===== src/rtl/mjpg_pkg.sv =====
// Shared types and constants for the MJPG front-end frame controller.
package mjpg_pkg;

    localparam int unsigned DIM_W       = 12;
    localparam int unsigned DEF_W_ALIGN = 16;
    localparam int unsigned DEF_H_ALIGN = 8;

    typedef logic [DIM_W-1:0] dim_t;

    localparam dim_t DIM_MAX = '1;

    typedef enum logic [2:0] {
        StSync,
        StMeas,
        StConfig,
        StArmed,
        StRun
    } ctrl_state_e;

    // Nonzero, within the limit, and a whole number of MCUs.
    function automatic logic dim_ok(input dim_t d, input int unsigned max_d,
                                    input int unsigned align);
        return (d != '0) && (32'(d) <= max_d) && ((32'(d) % align) == 32'd0);
    endfunction

endpackage


===== src/rtl/mjpg_frame_ctrl_meas.sv =====
// Resolution measurement: sync edge detection, pixel/line counters and per-frame conformance.
module vid_meas
    import mjpg_pkg::*;
#(
    parameter int unsigned MAX_W   = 1920,
    parameter int unsigned MAX_H   = 1080,
    parameter int unsigned W_ALIGN = DEF_W_ALIGN,
    parameter int unsigned H_ALIGN = DEF_H_ALIGN
) (
    input  logic             clk,
    input  logic             rst,
    input  logic             pvalid,
    input  logic             hsync,
    input  logic             vsync,
    output logic             line_done,
    output logic [DIM_W-1:0] line_pix,
    output logic [DIM_W-1:0] line_num,
    output logic             frame_done,
    output logic             frame_ok,
    output logic [DIM_W-1:0] frame_w,
    output logic [DIM_W-1:0] frame_h
);

    logic hs_q, vs_q, bad_q, seen_q;
    dim_t pix_q, lines_q, ref_w_q;

    logic hs_rise, vs_rise, first_line, bad_d;
    dim_t ref_w_d, lines_d;

    // Frame results include a line closing on the same cycle as the vsync edge.
    always_comb begin
        hs_rise    = hsync & ~hs_q;
        vs_rise    = vsync & ~vs_q;
        line_done  = (hs_rise | vs_rise) && (pix_q != '0);
        line_pix   = pix_q;
        line_num   = (lines_q == DIM_MAX) ? lines_q : lines_q + dim_t'(1);
        first_line = (lines_q == '0);
        ref_w_d    = ref_w_q;
        bad_d      = bad_q;
        lines_d    = lines_q;
        if (line_done) begin
            if (first_line) begin
                ref_w_d = pix_q;
            end else if (pix_q != ref_w_q) begin
                bad_d = 1'b1;
            end
            if (pix_q == DIM_MAX) begin
                bad_d = 1'b1;
            end
            lines_d = line_num;
        end
        frame_done = vs_rise;
        frame_w    = ref_w_d;
        frame_h    = lines_d;
        frame_ok   = seen_q && !bad_d && dim_ok(ref_w_d, MAX_W, W_ALIGN)
                     && dim_ok(lines_d, MAX_H, H_ALIGN);
    end

    always_ff @(posedge clk) begin
        if (rst) begin
            hs_q    <= 1'b0;
            vs_q    <= 1'b0;
            bad_q   <= 1'b0;
            seen_q  <= 1'b0;
            pix_q   <= '0;
            lines_q <= '0;
            ref_w_q <= '0;
        end else begin
            hs_q <= hsync;
            vs_q <= vsync;
            if (line_done) begin
                pix_q <= dim_t'(pvalid);
            end else if (pvalid && (pix_q != DIM_MAX)) begin
                pix_q <= pix_q + dim_t'(1);
            end
            if (vs_rise) begin
                lines_q <= '0;
                ref_w_q <= '0;
                bad_q   <= 1'b0;
                seen_q  <= 1'b1;
            end else begin
                lines_q <= lines_d;
                ref_w_q <= ref_w_d;
                bad_q   <= bad_d;
            end
        end
    end

endmodule


===== src/rtl/mjpg_frame_ctrl.sv =====
// Front-end sequencer for MJPG_ENCODER: locks onto a stable MCU-aligned resolution,
// programs the encoder and gates pixels through on whole conforming frames only.
module mjpg_frame_ctrl
    import mjpg_pkg::*;
#(
    parameter int unsigned LOCK_FRAMES = 2,
    parameter int unsigned MAX_W       = 1920,
    parameter int unsigned MAX_H       = 1080,
    parameter int unsigned W_ALIGN     = DEF_W_ALIGN,
    parameter int unsigned H_ALIGN     = DEF_H_ALIGN
) (
    input  logic             clk,
    input  logic             rst,
    input  logic             in_pvalid,
    input  logic             in_hsync,
    input  logic             in_vsync,
    input  logic [23:0]      in_ycbcr,
    output logic             out_pvalid,
    output logic             out_hsync,
    output logic             out_vsync,
    output logic [23:0]      out_ycbcr,
    output logic             cfg_we,
    output logic [DIM_W-1:0] cfg_width,
    output logic [DIM_W-1:0] cfg_height,
    output logic             locked,
    output logic             frame_start,
    output logic             frame_abort,
    output logic [15:0]      abort_cnt
);

    ctrl_state_e state_q;
    logic        pv_q, hs_q, vs_q, gate_q;
    logic [23:0] ycbcr_q;
    logic        cfg_we_q, start_q, abort_q;
    dim_t        cfg_w_q, cfg_h_q, cand_w_q, cand_h_q;
    logic [7:0]  stable_q;
    logic [15:0] abort_cnt_q;

    logic line_done, frame_done, frame_ok;
    dim_t line_pix, line_num, frame_w, frame_h;

    vid_meas #(
        .MAX_W  (MAX_W),
        .MAX_H  (MAX_H),
        .W_ALIGN(W_ALIGN),
        .H_ALIGN(H_ALIGN)
    ) u_meas (
        .clk       (clk),
        .rst       (rst),
        .pvalid    (in_pvalid),
        .hsync     (in_hsync),
        .vsync     (in_vsync),
        .line_done (line_done),
        .line_pix  (line_pix),
        .line_num  (line_num),
        .frame_done(frame_done),
        .frame_ok  (frame_ok),
        .frame_w   (frame_w),
        .frame_h   (frame_h)
    );

    logic       cfg_match, cand_match, line_viol, lock_hit;
    logic [7:0] stable_inc;

    always_comb begin
        cfg_match  = (frame_w == cfg_w_q) && (frame_h == cfg_h_q);
        cand_match = (frame_w == cand_w_q) && (frame_h == cand_h_q);
        line_viol  = line_done && ((line_pix != cfg_w_q) || (line_num > cfg_h_q));
        stable_inc = stable_q + 8'd1;
        lock_hit   = 32'(stable_inc) >= LOCK_FRAMES;
    end

    always_ff @(posedge clk) begin
        if (rst) begin
            pv_q    <= 1'b0;
            hs_q    <= 1'b0;
            vs_q    <= 1'b0;
            ycbcr_q <= '0;
        end else begin
            pv_q    <= in_pvalid;
            hs_q    <= in_hsync;
            vs_q    <= in_vsync;
            ycbcr_q <= in_ycbcr;
        end
    end

    always_ff @(posedge clk) begin
        if (rst) begin
            state_q     <= StSync;
            gate_q      <= 1'b0;
            cfg_we_q    <= 1'b0;
            start_q     <= 1'b0;
            abort_q     <= 1'b0;
            cfg_w_q     <= '0;
            cfg_h_q     <= '0;
            cand_w_q    <= '0;
            cand_h_q    <= '0;
            stable_q    <= '0;
            abort_cnt_q <= '0;
        end else begin
            cfg_we_q <= 1'b0;
            start_q  <= 1'b0;
            abort_q  <= 1'b0;
            case (state_q)
                StSync: begin
                    if (frame_done) begin
                        state_q <= StMeas;
                    end
                end
                StMeas: begin
                    if (frame_done) begin
                        if (!frame_ok) begin
                            stable_q <= '0;
                        end else if (cand_match) begin
                            stable_q <= stable_inc;
                            if (lock_hit) begin
                                state_q <= StConfig;
                            end
                        end else begin
                            cand_w_q <= frame_w;
                            cand_h_q <= frame_h;
                            stable_q <= 8'd1;
                            if (LOCK_FRAMES <= 1) begin
                                state_q <= StConfig;
                            end
                        end
                    end
                end
                StConfig: begin
                    cfg_w_q  <= cand_w_q;
                    cfg_h_q  <= cand_h_q;
                    cfg_we_q <= 1'b1;
                    state_q  <= StArmed;
                end
                StArmed: begin
                    if (frame_done) begin
                        if (frame_ok && cfg_match) begin
                            state_q <= StRun;
                            gate_q  <= 1'b1;
                            start_q <= 1'b1;
                        end else begin
                            state_q  <= StMeas;
                            stable_q <= '0;
                        end
                    end
                end
                StRun: begin
                    // A bad line and a bad frame close on the same cycle count as one abort.
                    if (line_viol || (frame_done && !(frame_ok && cfg_match))) begin
                        state_q  <= StMeas;
                        gate_q   <= 1'b0;
                        stable_q <= '0;
                        abort_q  <= 1'b1;
                        if (abort_cnt_q != 16'hFFFF) begin
                            abort_cnt_q <= abort_cnt_q + 16'd1;
                        end
                    end else if (frame_done) begin
                        start_q <= 1'b1;
                    end
                end
                default: state_q <= StSync;
            endcase
        end
    end

    assign out_pvalid  = pv_q & gate_q;
    assign out_hsync   = hs_q;
    assign out_vsync   = vs_q;
    assign out_ycbcr   = ycbcr_q;
    assign cfg_we      = cfg_we_q;
    assign cfg_width   = cfg_w_q;
    assign cfg_height  = cfg_h_q;
    assign locked      = (state_q == StArmed) || (state_q == StRun);
    assign frame_start = start_q;
    assign frame_abort = abort_q;
    assign abort_cnt   = abort_cnt_q;

endmodule


===== config.mk =====
export PLATFORM = sky130hd
export DESIGN_NAME = mjpg_frame_ctrl
export DESIGN_NICKNAME = d
export VERILOG_FILES = /design/src/rtl/mjpg_pkg.sv /design/src/rtl/mjpg_frame_ctrl_meas.sv /design/src/rtl/mjpg_frame_ctrl.sv
export SDC_FILE = /design/constraint.sdc
export NUM_CORES = 1
export LEC_CHECK = 0
export BUFFER_PORTS_ARGS = -buffer_cell sky130_fd_sc_hd__buf_2
export CORE_MARGIN = 2
export CORE_UTILIZATION = 55
export CTS_BUF_LIST = sky130_fd_sc_hd__clkbuf_16
export DETAILED_ROUTE_END_ITERATION = 16
export PLACE_DENSITY_LB_ADDON = 0.1
export SLEW_MARGIN = 10
export SYNTH_ARGS = -nofsm -noshare
export SYNTH_HDL_FRONTEND = slang
export SYNTH_SLANG_ARGS = --single-unit

===== constraint.sdc =====
create_clock -name clk -period 7.3 [get_ports clk]
set_input_delay 0.73 -clock clk [delete_from_list [all_inputs] [get_ports clk]]
set_output_delay 0.73 -clock clk [all_outputs]
set_load 0.05 [all_outputs]

==> impl_results.md, run 1 <==
* Status: finished, final reports clean
* Die Width at 126.1 um
* Post-synth EDFFs at 0
* Setup CP Type: reg -> reg
* Ordered cell list for the critical path: nand3_1 -> nor3_1 -> nor4_2 -> o21ai_0 -> nor3_1 -> nand3_1 -> nand4_1 -> or4_1 -> nor2_4 -> nor2_1 -> and2_1
* Min-Delay Startpoint: cfg_height[11]
* DRT Pass-1 Iters at 5
* Seq cells post-synth at 144
* Asr flop ratio synth at 0%
* Max stage delay on crit path at 0.88 ns
* Crit path DAT at 5.51 ns
* Initial antenna violation count at 0
* Final max-slew violation count at 0
* CTS Buffer Depth at 2
* Via/cell ratio at 6.110
* Overflow after GRT at 0
* Setup Buffers After CTS at 0
* Wire per inst at 20.08 um
* DRC violations left at 0
* Slew headroom at 22.76%
* Worst setup SP type: flip-flop
* First-pass GRT wire length at 39560 um
* Hold Crit Class: reg -> reg
* Vias in the first global route at 7095
* Die Area at 15890 um2
* Worst-path clk slew at 0.06 ns
* Port Buffer Count at 99
* PostCTS Resize Cnt at 0
* Routed WL at 25080 um
* # fillers at 1290
* Yosys warns at 0
* Commonest cells after routing, fill and taps aside: 144 x dfxtp_1, 98 x buf_2, 97 x nor2_1
* Critical Path RT at 7.62 ns
* Fin. Hold Viols at 0
* Yosys cell types at 89
* Hold EP: cfg_height[11]
* Detailed-route via count at 7632
* Post-DP HPWL at 18000 um
* Post-route insts no fill at 1249
* Tcrit/Tclk final at 71.17%
* Hold WS at 0.4722 ns
* Clk root buf: clkbuf_16
* Worst vdd ir at 0.0001735 V
* Main synth FF type: dfxtp_1
* Crit path capture type: flip-flop
* CP max-delay cell: nor3_1
* Diodes inserted at 0
* Reg2Reg Depth at 11
* P per Cell Area at 204.0 nW/um2
* CP max FO at 28
* TritonCTS clock tree: built
* Syn Std Cell Area at 8193 um2
* Skew final at 0.009696 ns
* Dpl ws at 2.240 ns
* Clock sinks at 144
* IO Pins at 100
* RSZ-0062 raised after global routing: no
* Fmax at 192.5 MHz
* Pin count of the biggest net entering global routing at 58
* Most common cell after layout, fill and taps aside: dfxtp_1
* Reg-to-reg startpoint: u_meas.lines_q[3]
* R2r endpoint: cand_w_q[1]
* Area grow syn2layout at 12.80%
* Core Rows at 44
* Die H at 126.1 um
* Dpl cell area at 8632 um2
* MaxCap Viol Count at 0
* Routability Congestion at 1.001
* Setup slack after layout at 2.105 ns
* Crit path time final at 5.195 ns
* H-tree depth at 4
* Post-cts hold buffer count at 0
* Iteration-0 DRC count of the detailed router at 761
* Leak at 3.547 nW
* Clock Latency Late Sink at 0.43 ns
* Gr usage total at 31.54%
* Placed cell count at 1217
* Share of layout cells above drive strength 1 at 15.77%
* Syn nets at 1038
* Setup violators final at 0
* WHS Path Cells at 2
* Internal reg-to-reg setup slack at 2.10 ns
* Cts bufs inserted at 17
* Layout Nets at 1099
* Initial Util at 56.37%
* Final setup TNS at 0 ns
* Multi-input logic area at 4810 um2
* FF+latch area at 2883 um2
* Sequential share of the synthesized area at 35.19%
* Synthesized instance count at 991
* Core ar. at 14530 um2
* Non-Filler Cell Area, Final at 9241 um2
* Worst-margin pin slew at 1.148 ns
* Syn Area/Cell at 8.267 um2
* Routed Antenna Nets at 0
per-stage QoR:
step                      utilization [%]  power (mW)
after CTS                           63.57       1.888
after global placement              59.39       1.000
after floorplan                         -      0.9591
final                               63.58       1.885
after detailed placement            59.39       1.002
after global routing                63.58       1.941
cells by family (layout without fill, tap and decap cells):
kind of cell,Yosys count,in the layout,synth area share [%]
and+or+nand+nor,422,422,27.66
AOI/OAI and AO/OA,202,202,17.62
DFF,144,144,35.19
buffers and inverters,110,184,6.139
xor gates and xnor gates,70,70,7.575
muxes,24,24,2.947
adders and majority gates,19,19,2.871
metal layers:
metal / vias up / share of wire [%] / GRT usage (%)
met5: - / 0 / 0
met4: 0 / 2.3 / 8.856
met3: 49 / 8.5 / 7.179
met2: 363 / 45 / 50.19
met1: 3560 / 44 / 43.13
li1: 3660 / - / -
final cells by class:
class | instances | share of cell area [%]
tap | 184 | 2.491
multi-input combinational | 737 | 52.04
timing repair buffer | 103 | 5.714
clock inverter | 15 | 1.963
inverter | 49 | 1.990
clock buffer | 17 | 4.603
sequential | 144 | 31.19
worst max-delay path: cells and delay by family, from the launching register on:
kind / cells / cell delay, ns
compound gates: 1 / 0.50
flops: 1 / 0.67
simple gates: 10 / 3.90
worst max-delay path by stage:
stage	slack, ns	from	end	cells after the start
after floorplan	3.18	u_meas.lines_q[0]	stable_q[0]	17
after global placement	2.21	in_vsync	cand_h_q[2]	12
after detailed placement	2.24	u_meas.lines_q[3]	cand_w_q[1]	11
after CTS	2.22	u_meas.lines_q[0]	cand_w_q[1]	12
after global routing	1.72	u_meas.lines_q[3]	abort_cnt[10]	15
final	2.10	u_meas.lines_q[3]	cand_w_q[1]	11
sequential cells by signal (all words and copies together) (netlist names), 3 cells and up:
signal	cells
u_meas.line_pix	12
state_q	3
abort_cnt	16
stable_q	8
u_meas.lines_q	12
u_meas.ref_w_q	12
cand_h_q	12
cfg_width	12
cfg_height	12
out_ycbcr	24
cand_w_q	12
report_power, final:
part	internal [mW]	total (mW)	switching [mW]
Combinational	0.0534	0.183	0.129
Clock	0.541	0.897	0.356
Sequential	0.797	0.805	0.00802
synth_stat cells, types with 3 or more instances:
cell type  number  area share, %
a2111oi_0       8           0.86
a211oi_1       19            1.7
a21o_1          8           0.73
a21oi_1        60            3.7
a2bb2oi_1       4           0.43
a31o_1          3           0.32
a31o_2          5           0.53
a31oi_1        10           0.76
and2_1         17            1.3
and3_1         18            1.4
and4_1          7           0.75
buf_2          15           0.92
buf_4           4           0.37
buf_6           3           0.41
clkbuf_1       35            1.6
dfxtp_1       144             35
ha_1           18            2.7
inv_1          49            2.2
mux2i_1        23            2.8
nand2_1        95            4.4
nand2b_1       14            1.1
nand3_1        28            1.7
nand4_1        37            2.8
nor2_1         97            4.4
nor2b_1        37            2.8
nor3_1         20            1.2
nor3_4          4           0.79
nor3b_1         4           0.37
nor4_1         14            1.1
o2111ai_1       4           0.43
o211a_1         3           0.37
o21ai_0        22            1.3
o221ai_1        3           0.32
o22ai_1         8           0.61
o2bb2ai_1       5           0.53
o31ai_1        11            1.0
or3_1           5           0.38
or4_1           3           0.27
xnor2_1        59            6.3
xor2_1         10            1.1
Note: power is estimated with default switching activity, not from simulation.
==> run 2, diff against run 1 <==
- clock period: 7.3 -> 4.9 ns (I/O delays scaled with it)
==> run 2 against run 1 <==
Effect of this change:
- non-clock buffer count up 34
- core utilization up 1.6 points
- power up 45%
- die area unchanged
- count of clock-buffer cells in the layout unchanged
- critical endpoint is now cand_h_q[7]
- hold slack worse by 0.21 ns
- cell count up 2.7%
- sequential share of layout area down 0.77 points
- routed wire length down 1.7%
- sequential cell count unchanged
==> impl_results.md, run 2 (synthesis gave the netlist of run 1 again) <==
* Setup CP Type: reg -> reg
* Routed WL at 24660 um (-1.7%)
* Routability Congestion at 1.019 (+1.8%)
* Fin. Hold Viols at 0 (unchanged)
* Crit path DAT at 4.93 ns (-0.58 ns)
* Port Buffer Count at 99 (unchanged)
* Via/cell ratio at 6.071 (-0.65%)
* Crit path time final at 4.641 ns (-0.5546 ns)
* Worst-margin pin slew at 1.094 ns (-0.05364 ns)
* Tcrit/Tclk final at 94.71% (+24 points)
* Slew headroom at 26.86% (+4.1 points)
* Worst-path clk slew at 0.06 ns (about the same)
* Core Rows at 44 (unchanged)
* Wire per inst at 19.22 um (-4.3%)
* Setup slack after layout at 0.2591 ns (-1.845 ns)
* Die H at 126.1 um (unchanged)
* Hold Crit Class: in -> reg
* Setup violators final at 0 (unchanged)
* Most common cell after layout, fill and taps aside: dfxtp_1
* Vias in the first global route at 7404 (+4.4%)
* Worst setup SP type: flip-flop
* Pin count of the biggest net entering global routing at 77 (+33%)
* Core ar. at 14530 um2 (unchanged)
* Max FFs per register at 24 (unchanged)
* Critical Path RT at 5.19 ns (-2.43 ns)
* Placed cell count at 1251 (+2.8%)
* DRT Pass-1 Iters at 5 (unchanged)
* Area grow syn2layout at 15.64%
* Crit path capture type: flip-flop
* PostCTS Resize Cnt at 0 (unchanged)
* Leak at 3.702 nW (+4.4%)
* Iteration-0 DRC count of the detailed router at 784 (+3.0%)
* Clock sinks at 144 (unchanged)
* Routed Antenna Nets at 0 (unchanged)
* Final max-slew violation count at 0 (unchanged)
* DRC violations left at 0 (unchanged)
* Diodes inserted at 0 (unchanged)
* Share of layout cells above drive strength 1 at 18.47% (+2.7 points)
* Die Area at 15890 um2 (unchanged)
* Status: finished, final reports clean
* Detailed-route via count at 7789 (+2.1%)
* Commonest cells after routing, fill and taps aside: 144 x dfxtp_1, 98 x buf_2, 97 x nor2_1
* TritonCTS clock tree: built
* Post-route insts no fill at 1283 (+2.7%)
* Skew final at 0.008804 ns (-0.0008922 ns)
* H-tree depth at 4 (unchanged)
* Worst vdd ir at 0.0002751 V (+59%)
* Layout Nets at 1133 (+3.1%)
* Die Width at 126.1 um (unchanged)
* Fmax at 215.5 MHz (+12%)
* Post-cts hold buffer count at 0 (unchanged)
* Initial Util at 56.37% (unchanged)
* RSZ-0062 raised after global routing: no
* Hold WS at 0.2656 ns (-0.2066 ns)
* CP max FO at 27 (-3.6%)
* Dpl cell area at 8887 um2 (+3.0%)
* Cts bufs inserted at 17 (unchanged)
* Setup Buffers After CTS at 0 (unchanged)
* # fillers at 1352 (+4.8%)
* Post-DP HPWL at 18150 um (+0.83%)
* IO Pins at 100 (unchanged)
* MaxCap Viol Count at 0 (unchanged)
* Dpl ws at 0.3055 ns (-1.935 ns)
* Clock Latency Late Sink at 0.43 ns (about the same)
* Non-Filler Cell Area, Final at 9474 um2 (+2.5%)
* First-pass GRT wire length at 39490 um (-0.19%)
* Reg2Reg Depth at 16 (+5)
* CTS Buffer Depth at 2 (unchanged)
* Clk root buf: clkbuf_16
* Gr usage total at 31.57% (+0.033 points)
* Final setup TNS at 0 ns (unchanged)
* Initial antenna violation count at 0 (unchanged)
* Overflow after GRT at 0 (unchanged)
* WHS Path Cells at 2 (unchanged)
* P per Cell Area at 288.4 nW/um2 (+41%)
run 2: changes by cell type in the layout (fill, tap and decap cells not counted), sizes merged:
cell    change
buf        +34
inv         +2
bufinv      -2
run 2: layout make-up:
cell class                 count  area, um2  share of cell area [%]
clock buffer                  17      425.4                   4.490
clock inverter                15      137.6                   1.453
inverter                      49      183.9                   1.941
multi-input combinational    737       4831                   50.99
sequential                   144       2883                   30.43
tap                          184      230.2                   2.430
timing repair buffer         137      783.3                   8.267
run 2: path summary, 6_finish.rpt:
check,from,to,slack [ns]
max reg2reg,u_meas.line_pix[0],cand_h_q[7],0.26
min reg2reg,gate_q,gate_q,0.48
min,in_ycbcr[13],out_ycbcr[13],0.27
max,u_meas.line_pix[0],cand_h_q[7],0.26
run 2: metrics by stage:
stage / utilization (%) / power, mW
finish: 65.19 / 2.732
global route: 65.19 / 2.818
CTS: 65.02 / 2.742
detailed placement: 61.15 / 1.506
global placement: 61.15 / 1.504
floorplan: - / 1.429
run 2: report_power, final:
part	switching, mW	total [mW]	internal [mW]	leakage (nW)
registers	0.0108	1.20	1.19	1.17
clock network	0.540	1.24	0.705	0.275
logic	0.198	0.289	0.0918	2.26
run 2: per-layer routing:
metal / vias up / share of wire [%] / track usage, %
met5: - / 0 / 0
met4: 0 / 3.1 / 12.02
met2: 377 / 45 / 49.08
met3: 63 / 9.2 / 7.986
met1: 3618 / 43 / 42.40
li1: 3731 / - / -
run 2: critical path: stages (launching register included):
cell and delay (ns):
dfxtp_1 0.48, inv_1 0.18, ha_1 0.26, nor2b_1 0.15, and4_4 0.29, nor4_1 0.37
buf_4 0.21, mux2_2 0.37, nor3_1 0.28, nand2b_1 0.20, nand4_1 0.15, buf_4 0.20
or4_1 0.55, nor2_4 0.12, buf_4 0.35, mux2i_1 0.26, nor2_1 0.06
